**src/rtl/button_move_pulser.sv**
```systemverilog
// rtl/button_move_pulser.sv - debounced one-hot move pulses with auto-repeat for four buttons
module button_move_pulser #(
  parameter int DEBOUNCE_CYCLES = 1_000_000,
  parameter int HOLD_CYCLES     = 50_000_000,
  parameter int REPEAT_CYCLES   = 10_000_000,
  parameter int CNT_W           = 26
) (
  input  logic       clk_in,
  input  logic       reset_n,
  input  logic [3:0] buttons,
  output logic [3:0] move_pulse,
  output logic [3:0] btn_held
);

  typedef enum logic [2:0] {IDLE, DB_PRESS, HELD, REPEAT, DB_REL} state_t;

  localparam logic [CNT_W-1:0] DB_LAST   = CNT_W'(DEBOUNCE_CYCLES - 1);
  localparam logic [CNT_W-1:0] HOLD_LAST = CNT_W'(HOLD_CYCLES - 1);
  localparam logic [CNT_W-1:0] REP_LAST  = CNT_W'(REPEAT_CYCLES - 1);

  logic [3:0]       sync_a, sync_b;
  state_t           state    [4];
  state_t           state_nx [4];
  logic [CNT_W-1:0] cnt      [4];
  logic [CNT_W-1:0] cnt_nx   [4];
  logic [3:0]       fire, grant, held_nx;

  always_comb begin
    for (int i = 0; i < 4; i++) begin
      state_nx[i] = state[i];
      cnt_nx[i]   = cnt[i] + CNT_W'(1);
      fire[i]     = 1'b0;
      case (state[i])
        IDLE: begin
          cnt_nx[i] = '0;
          if (sync_b[i]) state_nx[i] = DB_PRESS;
        end
        DB_PRESS: begin
          if (!sync_b[i]) begin
            state_nx[i] = IDLE;
            cnt_nx[i]   = '0;
          end else if (cnt[i] == DB_LAST) begin
            state_nx[i] = HELD;
            fire[i]     = 1'b1;
            cnt_nx[i]   = '0;
          end
        end
        HELD: begin
          if (!sync_b[i]) begin
            state_nx[i] = DB_REL;
            cnt_nx[i]   = '0;
          end else if (cnt[i] == HOLD_LAST) begin
            state_nx[i] = REPEAT;
            fire[i]     = 1'b1;
            cnt_nx[i]   = '0;
          end
        end
        REPEAT: begin
          if (!sync_b[i]) begin
            state_nx[i] = DB_REL;
            cnt_nx[i]   = '0;
          end else if (cnt[i] == REP_LAST) begin
            fire[i]   = 1'b1;
            cnt_nx[i] = '0;
          end
        end
        DB_REL: begin
          // A bounce back high re-arms the full hold delay without firing.
          if (sync_b[i]) begin
            state_nx[i] = HELD;
            cnt_nx[i]   = '0;
          end else if (cnt[i] == DB_LAST) begin
            state_nx[i] = IDLE;
            cnt_nx[i]   = '0;
          end
        end
        default: begin
          state_nx[i] = IDLE;
          cnt_nx[i]   = '0;
        end
      endcase
      held_nx[i] = (state_nx[i] == HELD) || (state_nx[i] == REPEAT) || (state_nx[i] == DB_REL);
    end
    // Keep only the lowest-index fire; the others are dropped.
    grant = fire & (~fire + 4'd1);
  end

  always_ff @(posedge clk_in or negedge reset_n) begin
    if (!reset_n) begin
      sync_a     <= '0;
      sync_b     <= '0;
      move_pulse <= '0;
      btn_held   <= '0;
      for (int i = 0; i < 4; i++) begin
        state[i] <= IDLE;
        cnt[i]   <= '0;
      end
    end else begin
      sync_a     <= buttons;
      sync_b     <= sync_a;
      move_pulse <= grant;
      btn_held   <= held_nx;
      for (int i = 0; i < 4; i++) begin
        state[i] <= state_nx[i];
        cnt[i]   <= cnt_nx[i];
      end
    end
  end

endmodule

```
**config.mk**
```make
export PLATFORM = sky130hd
export DESIGN_NAME = button_move_pulser
export DESIGN_NICKNAME = d
export VERILOG_FILES = /design/src/rtl/button_move_pulser.sv
export SDC_FILE = /design/constraint.sdc
export NUM_CORES = 1
export LEC_CHECK = 0
export ABC_AREA = 1
export ABC_CLOCK_PERIOD_IN_PS = 4200
export BUFFER_PORTS_ARGS = -buffer_cell sky130_fd_sc_hd__buf_4
export CAP_MARGIN = 10
export CORE_MARGIN = 2
export CORE_UTILIZATION = 69
export DETAILED_ROUTE_END_ITERATION = 12
export GPL_TIMING_DRIVEN = 0
export PLACE_DENSITY_LB_ADDON = 0.08
export SLEW_MARGIN = 20
export SYNTH_ARGS = -nofsm -noshare
export SYNTH_HDL_FRONTEND = slang
export SYNTH_SLANG_ARGS = --single-unit
export TNS_END_PERCENT = 10
```
**constraint.sdc**
```tcl
create_clock -name clk_in -period 4.2 [get_ports clk_in]
set_clock_uncertainty 0.15 [all_clocks]
set_input_delay 0.63 -clock clk_in [delete_from_list [all_inputs] [get_ports clk_in]]
set_output_delay 0.63 -clock clk_in [all_outputs]
set_load 0.02 [all_outputs]
```
## Word level (Yosys, flattened, before mapping)

Cells that the tools add are included.

| cells by class | value |
|---|---|
| $add $sub $neg | 5 |
| equality and inequality tests | 40 |
| mux-type cells | 96 |
| bitwise operators | 2 |
| reduce and logical (&&, ||, !) cells | 12 |

Operators by type and width:

| operator | number |
|---|---|
| two-way mux 26 bit | 28 |
| one-hot mux 26 bit (4 select lines) | 4 |
| adder 26 x 1 -> 26 bit, second input constant | 4 |
| equality test 26 x 20 -> 1 bit, second input constant | 4 |
| equality test 26 x 24 -> 1 bit, second input constant | 4 |
| equality test 26 bit, second input constant | 4 |
| two-way mux 3 bit | 32 |
| one-hot mux 3 bit (5 select lines) | 4 |
| equality test 3 x 2 -> 1 bit, second input constant | 16 |
| equality test 3 bit, second input constant | 8 |
| two-way mux 1 bit | 24 |
| equality test 3 x 1 -> 1 bit, second input constant | 4 |
| zero test 3 bit | 4 |
| one-hot mux 1 bit (3 select lines) | 4 |
| logical OR 1 bit | 8 |
| adder 4 x 1 -> 4 bit, second input constant | 1 |
| bitwise AND 4 bit | 1 |
| NOT 4 bit | 1 |

| storage, ports and cells | value |
|---|---|
| register bits | 132 |
| input bits | 6 |
| output and inout port bits | 8 |
| word-level logic and storage cells | 167 |

## Depth between registers and ports, before layout

| logic depth | value |
|---|---|
| depth after elaboration | 7 |
| mapped depth | 13 |
| gate-level depth less buffers | 12 |

## Least setup slack after synthesis

No wires, ideal clock.

| timing | value |
|---|---|
| kind | reg2reg |
| start | register cnt[78] (netlist bit) |
| end | register cnt[88] (netlist bit) |
| setup time | 0.121 ns |
| arrival | 1.528 ns |
| required time | 3.929 ns |
| slack | 2.401 ns |
| cell stages (with the launch flop) | 14 |
| path buffers | 1 |
| clock period less this slack | 1.799 ns |
| path through | dfrtp_1 ha_1 nand3_1 inv_1 nand3_1 nor2_1 nand2_1 nand2_1 nand2_1 nand2_1 nand2_1 inv_2 buf_4 nor2_1 |

RTL lines:

| what | RTL line | RTL |
|---|---|---|
| start, declared | 24 | `logic [CNT_W-1:0] cnt [4];` |
| start signal, assigned by index | 105 | `cnt[i] <= cnt_nx[i];` |

==> impl_metrics.yaml <==
timing:
  holdWs_ps: 152
  fmax_ghz: 0.446
  fin_crit_ps: 2240
  relSlewSlack: 0.654
  fin_setup_tns_ps: 0
  hold_viol: 0
  setup_viol_count_final: 0
  final-max-slew-violation-count: 0
  grt_setup_unrepaired: "false"
  min_period_over_period: 0.533
  worstMarginPinSlew_ps: 514
logic_synthesis:
  synth-warning-count: 0
  ys_seq_area_frac: 0.409
  syn-num-nets: 1177
  synth_area_per_cell_sq_um: 6.93
  syn_inst: 1167
  syn_area_sq_um: 8080
  synth_cell_types: 40
  synth_seq_cells: 132
setup_path:
  worstSetupPathType: "reg2reg"
  worstPathArrival_ps: 2400
  worstSetupStartpointType: "flip-flop"
  cp-end-kind: "flip-flop"
  worst_ep_required_time_ps: 4360
  crit_fanout: 10
place:
  portBuffers: 13
  gp_congestion: 0.959
  dp.cells: 1324
  place_hpwl_mm: 13.5
pwr:
  intPower_w: 0.00253
  swShare: 0.282
  p_comb_frac: 0.155
  p_clk_frac: 0.454
  pwr-share-seq: 0.391
  power.density_nw_per_um2: 390
  p_sw_w: 0.000993
  ir_drop_uv: 414
  p_leak_nw: 4.23
cts:
  clock-sinks: 132
  cts_max_level: 4
  clkSlewWorstSetupHoldPaths_ps: 60
  cts_tree: "done"
  hold_buffers: 1
  clkLatencyLatePin_ps: 430
  post_cts_buffers: 0
  ctsResizeCount: 0
  clock_path_buffers: 2
  cts_buffers: 17
  cts-root-buf: "clkbuf_16"
global_route:
  grt-ovfl-total: 0
  grt_pass1_vias: 7254
  antenna_found_initial: 0
  grt_max_degree: 95
  grt_pass1_wl_mm: 32.7
  globalRouteTotalUtil: 0.319
final_layout:
  layout_common_cells: "nand2_1, nor2_1, inv_1, dfrtp_1, nand3_1"
  stdcell_count: 1357
  num_antenna_cells: 0
  drive_gt1_frac: 0.0914
  final_common_cell: "nand2_1"
  nNetsFinal: 1211
  syn_to_final_growth_pct: 11.8
routing:
  firstDrtPassIters: 6
  wirelength_mm: 19.1
  final_antenna_net_count: 0
  drt-wirelength-per-cell_um: 14.1
  vias: 7577
  dr.first_iter.drc_count: 739
  via_per_inst: 5.58
  drc_errors: 0
floorplanning:
  dieArea_sq_um: 12600
  fp.dieH_um: 112
  die_w_um: 112
  core_sq_um: 11400
  fp-row-count: 39
  start_util: 0.708
  pin_count: 14
worst_hold_path:
  holdCritPathClass: "in2reg"
run:
  max-cap-violations: 0
outcome:
  status: "complete, no violations"
[critical path, cell delays in order, from the launching register on]
cell	delay [ps]
dfrtp_1	420
ha_1	220
nand3_1	200
inv_1	120
nand3_1	150
nor2_1	130
nand2_1	60
nand2_1	50
nand2_1	50
nand2_1	50
nand2_1	120
inv_2	140
buf_4	190
nor2_1	60
[metal layers]
layer | wire [um] | global-route usage | share of wire | vias up
met5 | 0 | 0 | 0 | -
met4 | 371 | 0.110 | 0.019 | 0
met3 | 1360 | 0.0599 | 0.071 | 42
met2 | 8990 | 0.520 | 0.47 | 280
met1 | 8350 | 0.433 | 0.44 | 3522
li1 | - | - | - | 3733
[state kept, by name, summed over array words and instances (netlist names)]
signal / flops
btn_held: 4
cnt: 104
move_pulse: 4
state: 12
sync_a: 4
sync_b: 4
[final timing paths]
check	startpoint	to	slack [ps]	cells past startpoint
max reg2reg	cnt[78]	cnt[102]	1960	13
min	buttons[3]	sync_a[3]	150	1
max	cnt[78]	cnt[102]	1960	13
min in group asynchronous	reset_n	cnt[69]	520	2
max in group asynchronous	reset_n	cnt[43]	2640	3
min reg2reg	sync_a[3]	sync_b[3]	200	0
[kinds of logic (layout without fill, tap and decap cells)]
| kind of cell | Yosys count | in the layout | synth area share |
|---|---|---|---|
| simple gates | 766 | 766 | 0.416 |
| buf+inv | 177 | 224 | 0.0890 |
| flops | 132 | 132 | 0.409 |
| xor+xnor | 46 | 46 | 0.0499 |
| compound gates | 42 | 42 | 0.0299 |
| fa+ha+maj | 4 | 4 | 0.00619 |
[cells in the mapped netlist (all sizes together)]
master | count | share of area
or2 | 4 | 0.0031
xor2 | 38 | 0.041
o211ai | 4 | 0.0037
nand4 | 37 | 0.029
nor3b | 2 | 0.0019
nor4 | 3 | 0.0023
nor3 | 40 | 0.029
o31ai | 2 | 0.0019
ha | 4 | 0.0062
inv | 164 | 0.077
clkinv | 1 | 0.00062
buf | 12 | 0.012
o21a | 1 | 0.00093
nand3 | 105 | 0.068
nand2 | 284 | 0.14
nand3b | 1 | 0.00093
o21ai | 20 | 0.012
a21oi | 8 | 0.0050
a31oi | 2 | 0.0015
o22ai | 2 | 0.0015
nor2 | 288 | 0.15
and2 | 2 | 0.0015
xnor2 | 8 | 0.0087
dfrtp | 132 | 0.41
o21bai | 1 | 0.00093
a21boi | 1 | 0.00093
a31o | 1 | 0.0011
[layout make-up]
| class | instances | area [sq um] |
|---|---|---|
| Multi-Input combinational cell | 858 | 4060 |
| Sequential cell | 132 | 3300 |
| Fill cell | 859 | 2380 |
| Inverter | 165 | 626 |
| Clock buffer | 20 | 457 |
| Tap cell | 143 | 179 |
| Clock inverter | 12 | 178 |
| Timing Repair Buffer | 15 | 143 |
| Buffer | 12 | 93.8 |
[power groups by stage]
stage / logic, W / clock network [W] / registers (W)
after detailed placement: 0.000537 / 0 / 0.00140
after global routing: 0.000623 / 0.00166 / 0.00139
after global placement: 0.000519 / 0 / 0.00140
final: 0.000545 / 0.00160 / 0.00138
after floorplan: 0.000385 / 0 / 0.00140
after CTS: 0.000546 / 0.00161 / 0.00138
[stage by stage]
step                      setup slack, ps  instance area (sq um)  power (W)  utilization
after global routing                 1760                   9040    0.00367        0.791
after floorplan                      2400                   8080    0.00178            -
final                                1960                   9040    0.00352        0.791
after global placement               1920                   8360    0.00192        0.732
after CTS                            1980                   9040    0.00354        0.791
after detailed placement             2010                   8390    0.00194        0.735
No activity file was read; power rests on OpenSTA's default activity.
